===== src/rtl/shield_pkg.sv =====
// Shared definitions for the shield bank: default geometry, the transparent
// colour key, the per-shield state record and a small span-test helper.
package shield_pkg;

  localparam int SHIELD_N_DEF        = 3;
  localparam int SHIELD_SIZE_W_DEF   = 6;
  localparam int SHIELD_HITS_MAX_DEF = 3;
  localparam int SHIELD_BLINK_DEF    = 60;

  // ROM colour treated as "no sprite pixel here"
  localparam logic [11:0] TRANSPARENT = 12'h000;

  // Field widths cover every legal HITS_MAX / BLINK_FRAMES setting
  localparam int DMG_W   = 8;
  localparam int BLINK_W = 16;

  typedef struct packed {
    logic [DMG_W-1:0]   dmg;
    logic [BLINK_W-1:0] blink;
  } shield_state_t;

  // Half-open interval test: lo <= pos < lo + side
  function automatic logic in_span(input int pos, input int lo, input int side);
    return (pos >= lo) && (pos < (lo + side));
  endfunction

endpackage


===== src/rtl/vga_if.sv =====
// VGA stream bundle passed along the draw chain.
//   vcount/hcount : 11-bit beam position
//   vsync/hsync   : sync pulses
//   vblnk/hblnk   : blanking flags
//   rgb           : 12-bit colour
// Modport "in" receives the stream from the previous stage, "out" drives the next.
interface vga_if;
  logic [10:0] vcount;
  logic [10:0] hcount;
  logic        vsync;
  logic        hsync;
  logic        vblnk;
  logic        hblnk;
  logic [11:0] rgb;

  modport in  (input  vcount, hcount, vsync, hsync, vblnk, hblnk, rgb);
  modport out (output vcount, hcount, vsync, hsync, vblnk, hblnk, rgb);
endinterface


===== src/rtl/delay.sv =====
// Fixed-latency register pipeline with synchronous reset.
// Ports: clk, rst (sync, active-high), din (WIDTH), dout (din delayed CLK_DEL cycles).
module delay #(
  parameter int WIDTH   = 8,
  parameter int CLK_DEL = 2
) (
  input  logic             clk,
  input  logic             rst,
  input  logic [WIDTH-1:0] din,
  output logic [WIDTH-1:0] dout
);

  logic [WIDTH-1:0] pipe_r [CLK_DEL];

  // Shift register: stage 0 takes din, each later stage takes its predecessor
  always_ff @(posedge clk) begin
    if (rst) begin
      for (int k = 0; k < CLK_DEL; k++) pipe_r[k] <= {WIDTH{1'b0}};
    end else begin
      pipe_r[0] <= din;
      for (int k = 1; k < CLK_DEL; k++) pipe_r[k] <= pipe_r[k-1];
    end
  end

  assign dout = pipe_r[CLK_DEL-1];

endmodule


===== src/rtl/shield_state.sv =====
// Damage / invulnerability tracker for one shield.
// Ports:
//   clk, rst     clock, sync active-high reset
//   start_game   low clears the shield to its fresh state every cycle
//   hit          hit pulse for this shield
//   tick         one-cycle frame-start pulse
//   frame        low bits of dmg, selects the sprite frame
//   destroyed    registered, dmg has reached HITS_MAX
//   hidden       registered, shield is in the dark half of its blink cycle
// Macro DRAW_SHIELD_BLINK_EN: when defined, the shield hides while blink!=0
// and blink[2]==1; otherwise it is drawn steadily through the window.
module shield_state
  import shield_pkg::*;
#(
  parameter int HITS_MAX     = SHIELD_HITS_MAX_DEF,
  parameter int BLINK_FRAMES = SHIELD_BLINK_DEF,
  parameter int FRAME_W      = 2
) (
  input  logic               clk,
  input  logic               rst,
  input  logic               start_game,
  input  logic               hit,
  input  logic               tick,
  output logic [FRAME_W-1:0] frame,
  output logic               destroyed,
  output logic               hidden
);

  localparam logic [DMG_W-1:0]   HM = DMG_W'(HITS_MAX);
  localparam logic [BLINK_W-1:0] BF = BLINK_W'(BLINK_FRAMES);

  shield_state_t st_r;
  shield_state_t st_nxt_s;
  logic          accept_s;
  logic          hidden_nxt_s;
  logic          destroyed_r;
  logic          hidden_r;

  // Next-state rules: game-off clear, hit acceptance, blink countdown
  always_comb begin
    st_nxt_s = st_r;
    accept_s = 1'b0;
    if (!start_game) begin
      st_nxt_s.dmg   = {DMG_W{1'b0}};
      st_nxt_s.blink = {BLINK_W{1'b0}};
    end else begin
      accept_s = hit && (st_r.dmg < HM) && (st_r.blink == {BLINK_W{1'b0}});
      if (accept_s) begin
        // a reload beats a simultaneous frame tick
        st_nxt_s.dmg   = st_r.dmg + DMG_W'(1);
        st_nxt_s.blink = BF;
      end else if (tick && (st_r.blink != {BLINK_W{1'b0}})) begin
        st_nxt_s.blink = st_r.blink - BLINK_W'(1);
      end else begin
        st_nxt_s = st_r;
      end
    end
  end

  // Hidden flag derived from the blink value about to be stored
  always_comb begin
`ifdef DRAW_SHIELD_BLINK_EN
    hidden_nxt_s = (st_nxt_s.blink != {BLINK_W{1'b0}}) && st_nxt_s.blink[2];
`else
    hidden_nxt_s = 1'b0;
`endif
  end

  // State and flag registers
  always_ff @(posedge clk) begin
    if (rst) begin
      st_r.dmg    <= {DMG_W{1'b0}};
      st_r.blink  <= {BLINK_W{1'b0}};
      destroyed_r <= 1'b0;
      hidden_r    <= 1'b0;
    end else begin
      st_r        <= st_nxt_s;
      destroyed_r <= (st_nxt_s.dmg == HM);
      hidden_r    <= hidden_nxt_s;
    end
  end

  assign frame     = st_r.dmg[FRAME_W-1:0];
  assign destroyed = destroyed_r;
  assign hidden    = hidden_r;

endmodule


===== src/rtl/draw_shield_bank.sv =====
// Overlays a row of N_SHIELDS damageable sprite shields onto the VGA stream.
// Ports:
//   clk, rst     pixel clock, sync active-high reset
//   start_game   game running; low holds every shield fresh
//   en           drawing enable (state keeps updating when low)
//   hit          per-shield hit pulses
//   rgb_pixel    sprite ROM data, valid one cycle after pixel_addr
//   pixel_addr   {frame, row, col} ROM address; holds when nothing is drawn
//   destroyed    per-shield destroyed flags (registered)
//   in / out     VGA stream in and out, 3 cycles of latency
// Pipeline: stage 1 decodes region/visibility and registers pixel_addr,
// stage 2 waits on the ROM, stage 3 muxes the colour into out.*.
// Macro DRAW_SHIELD_BLINK_EN enables hiding during the invulnerability window.
module draw_shield_bank
  import shield_pkg::*;
#(
  parameter int N_SHIELDS    = SHIELD_N_DEF,
  parameter int XPOS         = 300,
  parameter int XSTEP        = 160,
  parameter int YPOS         = 200,
  parameter int SIZE_W       = SHIELD_SIZE_W_DEF,
  parameter int HITS_MAX     = SHIELD_HITS_MAX_DEF,
  parameter int BLINK_FRAMES = SHIELD_BLINK_DEF,
  localparam int FRAME_W     = (HITS_MAX > 1) ? $clog2(HITS_MAX) : 1,
  localparam int ADDR_W      = FRAME_W + 2 * SIZE_W
) (
  input  logic                 clk,
  input  logic                 rst,
  input  logic                 start_game,
  input  logic                 en,
  input  logic [N_SHIELDS-1:0] hit,
  input  logic [11:0]          rgb_pixel,
  output logic [ADDR_W-1:0]    pixel_addr,
  output logic [N_SHIELDS-1:0] destroyed,
  vga_if.in                    in,
  vga_if.out                   out
);

  localparam int SIDE  = 1 << SIZE_W;
  localparam int DLY_W = 11 + 11 + 4 + 12;

  logic               tick_s;
  logic [FRAME_W-1:0] frame_s [N_SHIELDS];
  logic [N_SHIELDS-1:0] hidden_s;
  logic               sel_s;
  logic [ADDR_W-1:0]  addr_nxt_s;
  logic               sel_r;
  logic               sel_d_r;
  logic [DLY_W-1:0]   dly_s;

  assign tick_s = (in.hcount == 11'd0) && (in.vcount == 11'd0);

  for (genvar g = 0; g < N_SHIELDS; g++) begin : g_shield
    shield_state #(
      .HITS_MAX    (HITS_MAX),
      .BLINK_FRAMES(BLINK_FRAMES),
      .FRAME_W     (FRAME_W)
    ) u_state (
      .clk       (clk),
      .rst       (rst),
      .start_game(start_game),
      .hit       (hit[g]),
      .tick      (tick_s),
      .frame     (frame_s[g]),
      .destroyed (destroyed[g]),
      .hidden    (hidden_s[g])
    );
  end

  // Stage 1 decode: first visible shield covering the pixel wins
  always_comb begin
    int x0_v;
    int row_v;
    int col_v;
    sel_s      = 1'b0;
    addr_nxt_s = pixel_addr;
    x0_v       = 0;
    row_v      = 0;
    col_v      = 0;
    for (int i = 0; i < N_SHIELDS; i++) begin
      x0_v  = XPOS + i * XSTEP;
      row_v = int'(in.vcount) - YPOS;
      col_v = int'(in.hcount) - x0_v;
      if (!sel_s && !in.hblnk && !in.vblnk && en && start_game &&
          !destroyed[i] && !hidden_s[i] &&
          in_span(int'(in.hcount), x0_v, SIDE) &&
          in_span(int'(in.vcount), YPOS, SIDE)) begin
        sel_s      = 1'b1;
        addr_nxt_s = {frame_s[i], SIZE_W'(row_v), SIZE_W'(col_v)};
      end else begin
        // lower index already claimed the pixel, or this shield is not drawn
        sel_s = sel_s;
      end
    end
  end

  // Stage 1/2 registers: ROM address and the draw flag travelling with it
  always_ff @(posedge clk) begin
    if (rst) begin
      pixel_addr <= {ADDR_W{1'b0}};
      sel_r      <= 1'b0;
      sel_d_r    <= 1'b0;
    end else begin
      pixel_addr <= addr_nxt_s;
      sel_r      <= sel_s;
      sel_d_r    <= sel_r;
    end
  end

  delay #(
    .WIDTH  (DLY_W),
    .CLK_DEL(2)
  ) u_delay (
    .clk (clk),
    .rst (rst),
    .din ({in.hcount, in.vcount, in.hsync, in.vsync, in.hblnk, in.vblnk, in.rgb}),
    .dout(dly_s)
  );

  // Stage 3: registered outputs, sprite colour unless the ROM returns the key
  always_ff @(posedge clk) begin
    if (rst) begin
      out.hcount <= 11'd0;
      out.vcount <= 11'd0;
      out.hsync  <= 1'b0;
      out.vsync  <= 1'b0;
      out.hblnk  <= 1'b0;
      out.vblnk  <= 1'b0;
      out.rgb    <= 12'h000;
    end else begin
      out.hcount <= dly_s[37:27];
      out.vcount <= dly_s[26:16];
      out.hsync  <= dly_s[15];
      out.vsync  <= dly_s[14];
      out.hblnk  <= dly_s[13];
      out.vblnk  <= dly_s[12];
      out.rgb    <= (sel_d_r && (rgb_pixel != TRANSPARENT)) ? rgb_pixel : dly_s[11:0];
    end
  end

endmodule


===== src/flat_wrapper.sv =====
// flat-port wrapper written by rule: the top's interface ports become plain ports
module draw_shield_bank_flat import shield_pkg::*;
#(
  parameter int N_SHIELDS    = SHIELD_N_DEF,
  parameter int XPOS         = 300,
  parameter int XSTEP        = 160,
  parameter int YPOS         = 200,
  parameter int SIZE_W       = SHIELD_SIZE_W_DEF,
  parameter int HITS_MAX     = SHIELD_HITS_MAX_DEF,
  parameter int BLINK_FRAMES = SHIELD_BLINK_DEF,
  localparam int FRAME_W     = (HITS_MAX > 1) ? $clog2(HITS_MAX) : 1,
  localparam int ADDR_W      = FRAME_W + 2 * SIZE_W
)
  (clk, rst, start_game, en, hit, rgb_pixel, pixel_addr, destroyed, in_vcount, in_hcount, in_vsync, in_hsync, in_vblnk, in_hblnk, in_rgb, out_vcount, out_hcount, out_vsync, out_hsync, out_vblnk, out_hblnk, out_rgb);
  vga_if in_i ();
  vga_if out_i ();
  input  logic clk;
  input  logic rst;
  input  logic start_game;
  input  logic en;
  input  logic [N_SHIELDS-1:0] hit;
  input  logic [11:0] rgb_pixel;
  output logic [ADDR_W-1:0] pixel_addr;
  output logic [N_SHIELDS-1:0] destroyed;
  input wire logic [$bits(in_i.vcount)-1:0] in_vcount;
  input wire logic [$bits(in_i.hcount)-1:0] in_hcount;
  input wire logic [$bits(in_i.vsync)-1:0] in_vsync;
  input wire logic [$bits(in_i.hsync)-1:0] in_hsync;
  input wire logic [$bits(in_i.vblnk)-1:0] in_vblnk;
  input wire logic [$bits(in_i.hblnk)-1:0] in_hblnk;
  input wire logic [$bits(in_i.rgb)-1:0] in_rgb;
  output wire logic [$bits(out_i.vcount)-1:0] out_vcount;
  output wire logic [$bits(out_i.hcount)-1:0] out_hcount;
  output wire logic [$bits(out_i.vsync)-1:0] out_vsync;
  output wire logic [$bits(out_i.hsync)-1:0] out_hsync;
  output wire logic [$bits(out_i.vblnk)-1:0] out_vblnk;
  output wire logic [$bits(out_i.hblnk)-1:0] out_hblnk;
  output wire logic [$bits(out_i.rgb)-1:0] out_rgb;
  assign in_i.vcount = in_vcount;
  assign in_i.hcount = in_hcount;
  assign in_i.vsync = in_vsync;
  assign in_i.hsync = in_hsync;
  assign in_i.vblnk = in_vblnk;
  assign in_i.hblnk = in_hblnk;
  assign in_i.rgb = in_rgb;
  assign out_vcount = out_i.vcount;
  assign out_hcount = out_i.hcount;
  assign out_vsync = out_i.vsync;
  assign out_hsync = out_i.hsync;
  assign out_vblnk = out_i.vblnk;
  assign out_hblnk = out_i.hblnk;
  assign out_rgb = out_i.rgb;
  draw_shield_bank #(.N_SHIELDS(N_SHIELDS), .XPOS(XPOS), .XSTEP(XSTEP), .YPOS(YPOS), .SIZE_W(SIZE_W), .HITS_MAX(HITS_MAX), .BLINK_FRAMES(BLINK_FRAMES)) u_core (.clk(clk), .rst(rst), .start_game(start_game), .en(en), .hit(hit), .rgb_pixel(rgb_pixel), .pixel_addr(pixel_addr), .destroyed(destroyed), .in(in_i), .out(out_i));
endmodule

===== config.mk =====
export PLATFORM = sky130hd
export DESIGN_NAME = draw_shield_bank_flat
export DESIGN_NICKNAME = d
export VERILOG_FILES = /design/src/rtl/shield_pkg.sv /design/src/rtl/vga_if.sv /design/src/rtl/delay.sv /design/src/rtl/shield_state.sv /design/src/rtl/draw_shield_bank.sv /design/src/flat_wrapper.sv
export SDC_FILE = /design/constraint.sdc
export NUM_CORES = 1
export LEC_CHECK = 0
export BUFFER_PORTS_ARGS = -buffer_cell sky130_fd_sc_hd__buf_4
export CAP_MARGIN = 20
export CORE_MARGIN = 2
export CORE_UTILIZATION = 55
export CTS_CLUSTER_DIAMETER = 50
export DETAILED_ROUTE_END_ITERATION = 6
export PLACE_DENSITY = 0.78
export SYNTH_ARGS = -nofsm -noshare
export SYNTH_HDL_FRONTEND = slang
export SYNTH_SLANG_ARGS = --single-unit

===== constraint.sdc =====
create_clock -name clk -period 3.4 [get_ports clk]
set_input_delay 0.17 -clock clk [delete_from_list [all_inputs] [get_ports clk]]
set_output_delay 0.17 -clock clk [all_outputs]
set_load 0.01 [all_outputs]

==> results <==
- The worst slew margin relative to its limit is 35.9%.
- The final setup TNS is 0 ps.
- The TritonCTS clock tree is built.
- The number of global-route vias before repair is 5601.
- The count of yosys warnings during synthesis is 0.
- The number of pins with negative max-slew slack in the final report is 0.
- The area of all placed cells without fillers is 9400 um2.
- The first global-routing pass estimated 26.9 mm of wire.
- The count of max-cap constraint violations is 0.
- In the synthesized netlist, the cells that appear most often are 205 x dfxtp_1, 101 x nor2b_1, 79 x nor2_1, 50 x nand2_1, 35 x xor2_1.
- In this run the post-CTS setup repair buffer count came out at 0.
- The boundary pin count is 112.
- Across all setup checks in the final design, the least slack found is 481 ps.
- At the end of routability-driven placement, the weighted congestion stood at 0.832.
- The area of the core is 13100 um2.
- In this run the remaining antenna-violating nets after routing total 0.
- The layout has 910 filler cells.
- The number of enable-type register cells in the synthesized netlist is 0.
- In the post-synthesis netlist, the cell with the most instances is dfxtp_1.
- For this run, asynchronously set or reset flops after synthesis account for 0%.
- The net count of the finished layout is 952.
- The die is 119 um wide.
- Relative to the synthesized area, the layout overhead comes to 29.2%.
- Summed over all layers, the routed wires come to 16.7 mm.
- When the netlist entered floorplanning its net count stood at 793.
- The cell taking the most area after synthesis is dfxtp_1.
- For this design the ratio of total power to cell area is 533 nW/um2.
- Synthesis produced a netlist whose cell count is 726.
- The endpoint class of the critical path is a register.
- The total CTS buffers is 21.
- The ratio of routed vias to standard cells is 5.18.
- By startpoint and endpoint, the worst setup path is classified as input port to register.
- The worst-case clock skew is 7.42 ps.
- From bottom edge to top edge, the die measures 119 um.
- In the final layout, the multi-input gates occupy 2990 um2.
- The mean instance size in the synthesized netlist is 10.0 um2.
- Prior to clock tree synthesis, the placed netlist has a worst setup slack of 613 ps.
- After floorplanning, the core was divided into 42 placement rows.
- In this run the cell area of the synthesized design comes to 7280 um2.
- After legalization and detailed placement, the total HPWL measured 10.4 mm.
- The transition time at the pin with the least slew margin is 959 ps.
- The repair_antennas step left the layout with diodes totalling 0.
- The tightest min-delay check is of the input port to register type.
- The CTS H-tree depth is 1.
- The run finished with clean final reports.
- The critical path required time is 3760 ps.
- After synthesis, the cell types taking the most area are dfxtp_1 56%, nor2b_1 8.7%, xor2_1 4.2%.
- Sequential elements use 56.4% of the synthesized area.
- The worst voltage drop across the vdd grid is 0.332 mV.
- In this run the worst path has a maximum fanout of 10.
- Of the cells placed in the final design, the portion with a size suffix greater than 1 is 18.2%.
- The register area is 4100 um2.
- The count of endpoints failing setup in the final report is 0.
- After layout, the worst path uses 85.9% of the clock period.
- The analysis attributes to cell leakage a power of 3.82 nW.
- Entering global routing, the biggest net connects 71 pins.
- The clock tree buffer depth is 3.
- The number of I/O port buffers is 111.
- Clock-pin slew was measured on the worst setup and hold paths at 60 ps.
- The worst path in the final design needs a cycle of 2920 ps, including I/O delays and setup.
- The initial cell density of the core is 55.6%.
- The number of detailed-routing iterations run before antenna repair is 5.
- The die area is 14200 um2.
- For this run, the leading register cell type out of synthesis is dfxtp_1.
- The number of different library cells in the post-synthesis netlist is 51.
- In the final routed layout, each cell accounts on average for 15.5 um.
- In this run the biggest area consumer among cell types represents 56.4% of the synthesized area.
- After synthesis the netlist holds a flip-flop and latch count of 205.
- STA classifies the critical path startpoint as an input port.
- CTS saw 205 sinks.
- The buffer type at the clock tree root is clkbuf_16.
- The total routing resource utilization after global routing is 23.3%.
- Summing all placed instances gives a cell area of 8240 um2.
- The final route contains 5576 vias.
- The initial antenna violation count is 0.
- The number of design rule violations left after detail routing is 0.
- The worst path arrival time is 3280 ps.
- Global routing finished with a remaining overflow of 0.
- The number of hold violations in the final report is 0.
- The clock insertion delay at the later pin of the skew report is 490 ps.
- Once the clock tree was built, the resizer swapped 0 gates to a different size.
- Setup repair after global routing left no endpoint under its margin.
- The number of DRC markers in iteration 0 is 345.
- Derived from the worst setup path, the maximum achievable clock frequency is 0.343 GHz.
## critical path, cell delays in order
cell and delay (ps):
dlygate4sd3_1 580, buf_4 170, nor4_1 510, nand4_1 490, a2111oi_2 890, nand3_1 190
xor2_1 200, nor2_1 70
## sequential cells by signal, summed over array words and instances, names as in the netlist
register                           flops
u_core.out.vblnk                       1
u_core.g_shield.u_state.frame          6
u_core.u_delay.pipe_r                 76
u_core.g_shield.u_state.destroyed      3
u_core.g_shield.u_state.st_r          66
u_core.out.vcount                     11
u_core.out.rgb                        12
u_core.sel_d_r                         1
u_core.pixel_addr                     14
u_core.out.vsync                       1
u_core.out.hblnk                       1
u_core.out.hcount                     11
u_core.out.hsync                       1
u_core.sel_r                           1
## cell families (layout without fill, tap and decap cells)
logic type | count (synthesis) | in the layout | synth area share (%)
xor gates and xnor gates | 43 | 43 | 5.18
and+or+nand+nor | 351 | 351 | 26.7
adders and majority gates | 10 | 10 | 1.72
buffers and inverters | 45 | 219 | 2.61
muxes | 12 | 12 | 1.65
AOI/OAI and AO/OA | 60 | 60 | 5.74
DFF | 205 | 205 | 56.4
## where the power goes
| part | switching [mW] | total [mW] | internal (mW) |
|---|---|---|---|
| clock network | 0.904 | 2.17 | 1.26 |
| logic | 0.172 | 0.347 | 0.176 |
| registers | 0.0272 | 2.49 | 2.47 |
## per-stage QoR
stage / util, % / instances / power, mW / hold slack, ps
3_5_place_dp: 63.0 / 987 / 2.83 / 387
6_report: 71.9 / 1076 / 5.01 / 136
4_1_cts: 71.9 / 1076 / 5.03 / 133
5_1_grt: 71.9 / 1076 / 5.19 / 158
2_1_floorplan: - / 726 / 2.71 / 266
3_3_place_gp: 63.0 / 987 / 2.82 / 381
## layout by cell type (no fill, tap or decap), types with 2 or more instances in the layout
| cell | instances |
|---|---|
| a311oi_2 | 2 |
| nor4b_1 | 3 |
| ha_1 | 10 |
| nor3b_2 | 2 |
| xor2_1 | 35 |
| and3b_1 | 2 |
| or4_1 | 7 |
| nor4bb_1 | 2 |
| dfxtp_1 | 205 |
| a31oi_1 | 3 |
| a211oi_1 | 11 |
| nand4_1 | 8 |
| mux2i_1 | 12 |
| dlygate4sd3_1 | 51 |
| nand4b_1 | 6 |
| nor2_1 | 79 |
| clkbuf_8 | 2 |
| nor3b_1 | 5 |
| nor4_1 | 14 |
| or3b_2 | 3 |
| nand2b_1 | 6 |
| nand3_1 | 14 |
| a21boi_0 | 2 |
| clkbuf_16 | 21 |
| and2_1 | 19 |
| buf_4 | 117 |
| nor2b_1 | 101 |
| xnor2_1 | 8 |
| nand3b_1 | 8 |
| or3_1 | 2 |
| inv_1 | 13 |
| clkinv_2 | 7 |
| clkbuf_1 | 5 |
| nor3_1 | 17 |
| nand2_1 | 50 |
| o21ai_0 | 3 |
| a21oi_1 | 26 |
## timing repair
item / 4_1_cts / 5_1_grt
hold buffers: 51 / 0
endpoints found under the hold margin: 58 / 0
endpoints found under the setup margin: 0 / 0
## per-layer routing
metal  track usage (%)  share of wire [%]  vias up
met3              4.07                4.9       41
met1              27.1                 41     2618
met4              9.00                3.3        0
met5                 0                  0        -
li1                  -                  -     2749
met2              42.5                 51      168
## final cells by class
cell class | count | share of cell area, %
clock buffers | 28 | 6.08
clock inverters | 10 | 0.865
inverters | 13 | 0.519
multi-input cells | 476 | 31.8
flip-flops and latches | 205 | 43.6
well taps | 176 | 2.34
repair buffers | 168 | 14.8
## final timing paths
kind,startpoint,to,slack (ps),cells after the start
min,hit[0],u_core.g_shield[0].u_state.destroyed,140,4
max,in_hcount[8],u_core.g_shield[2].u_state.st_r[14],480,8
min reg2reg,u_core.u_delay.pipe_r[0][27],u_core.u_delay.pipe_r[0][65],430,1
max reg2reg,u_core.g_shield[2].u_state.st_r[0],u_core.g_shield[2].u_state.st_r[14],530,8
(Power assumes the default switching activity.)
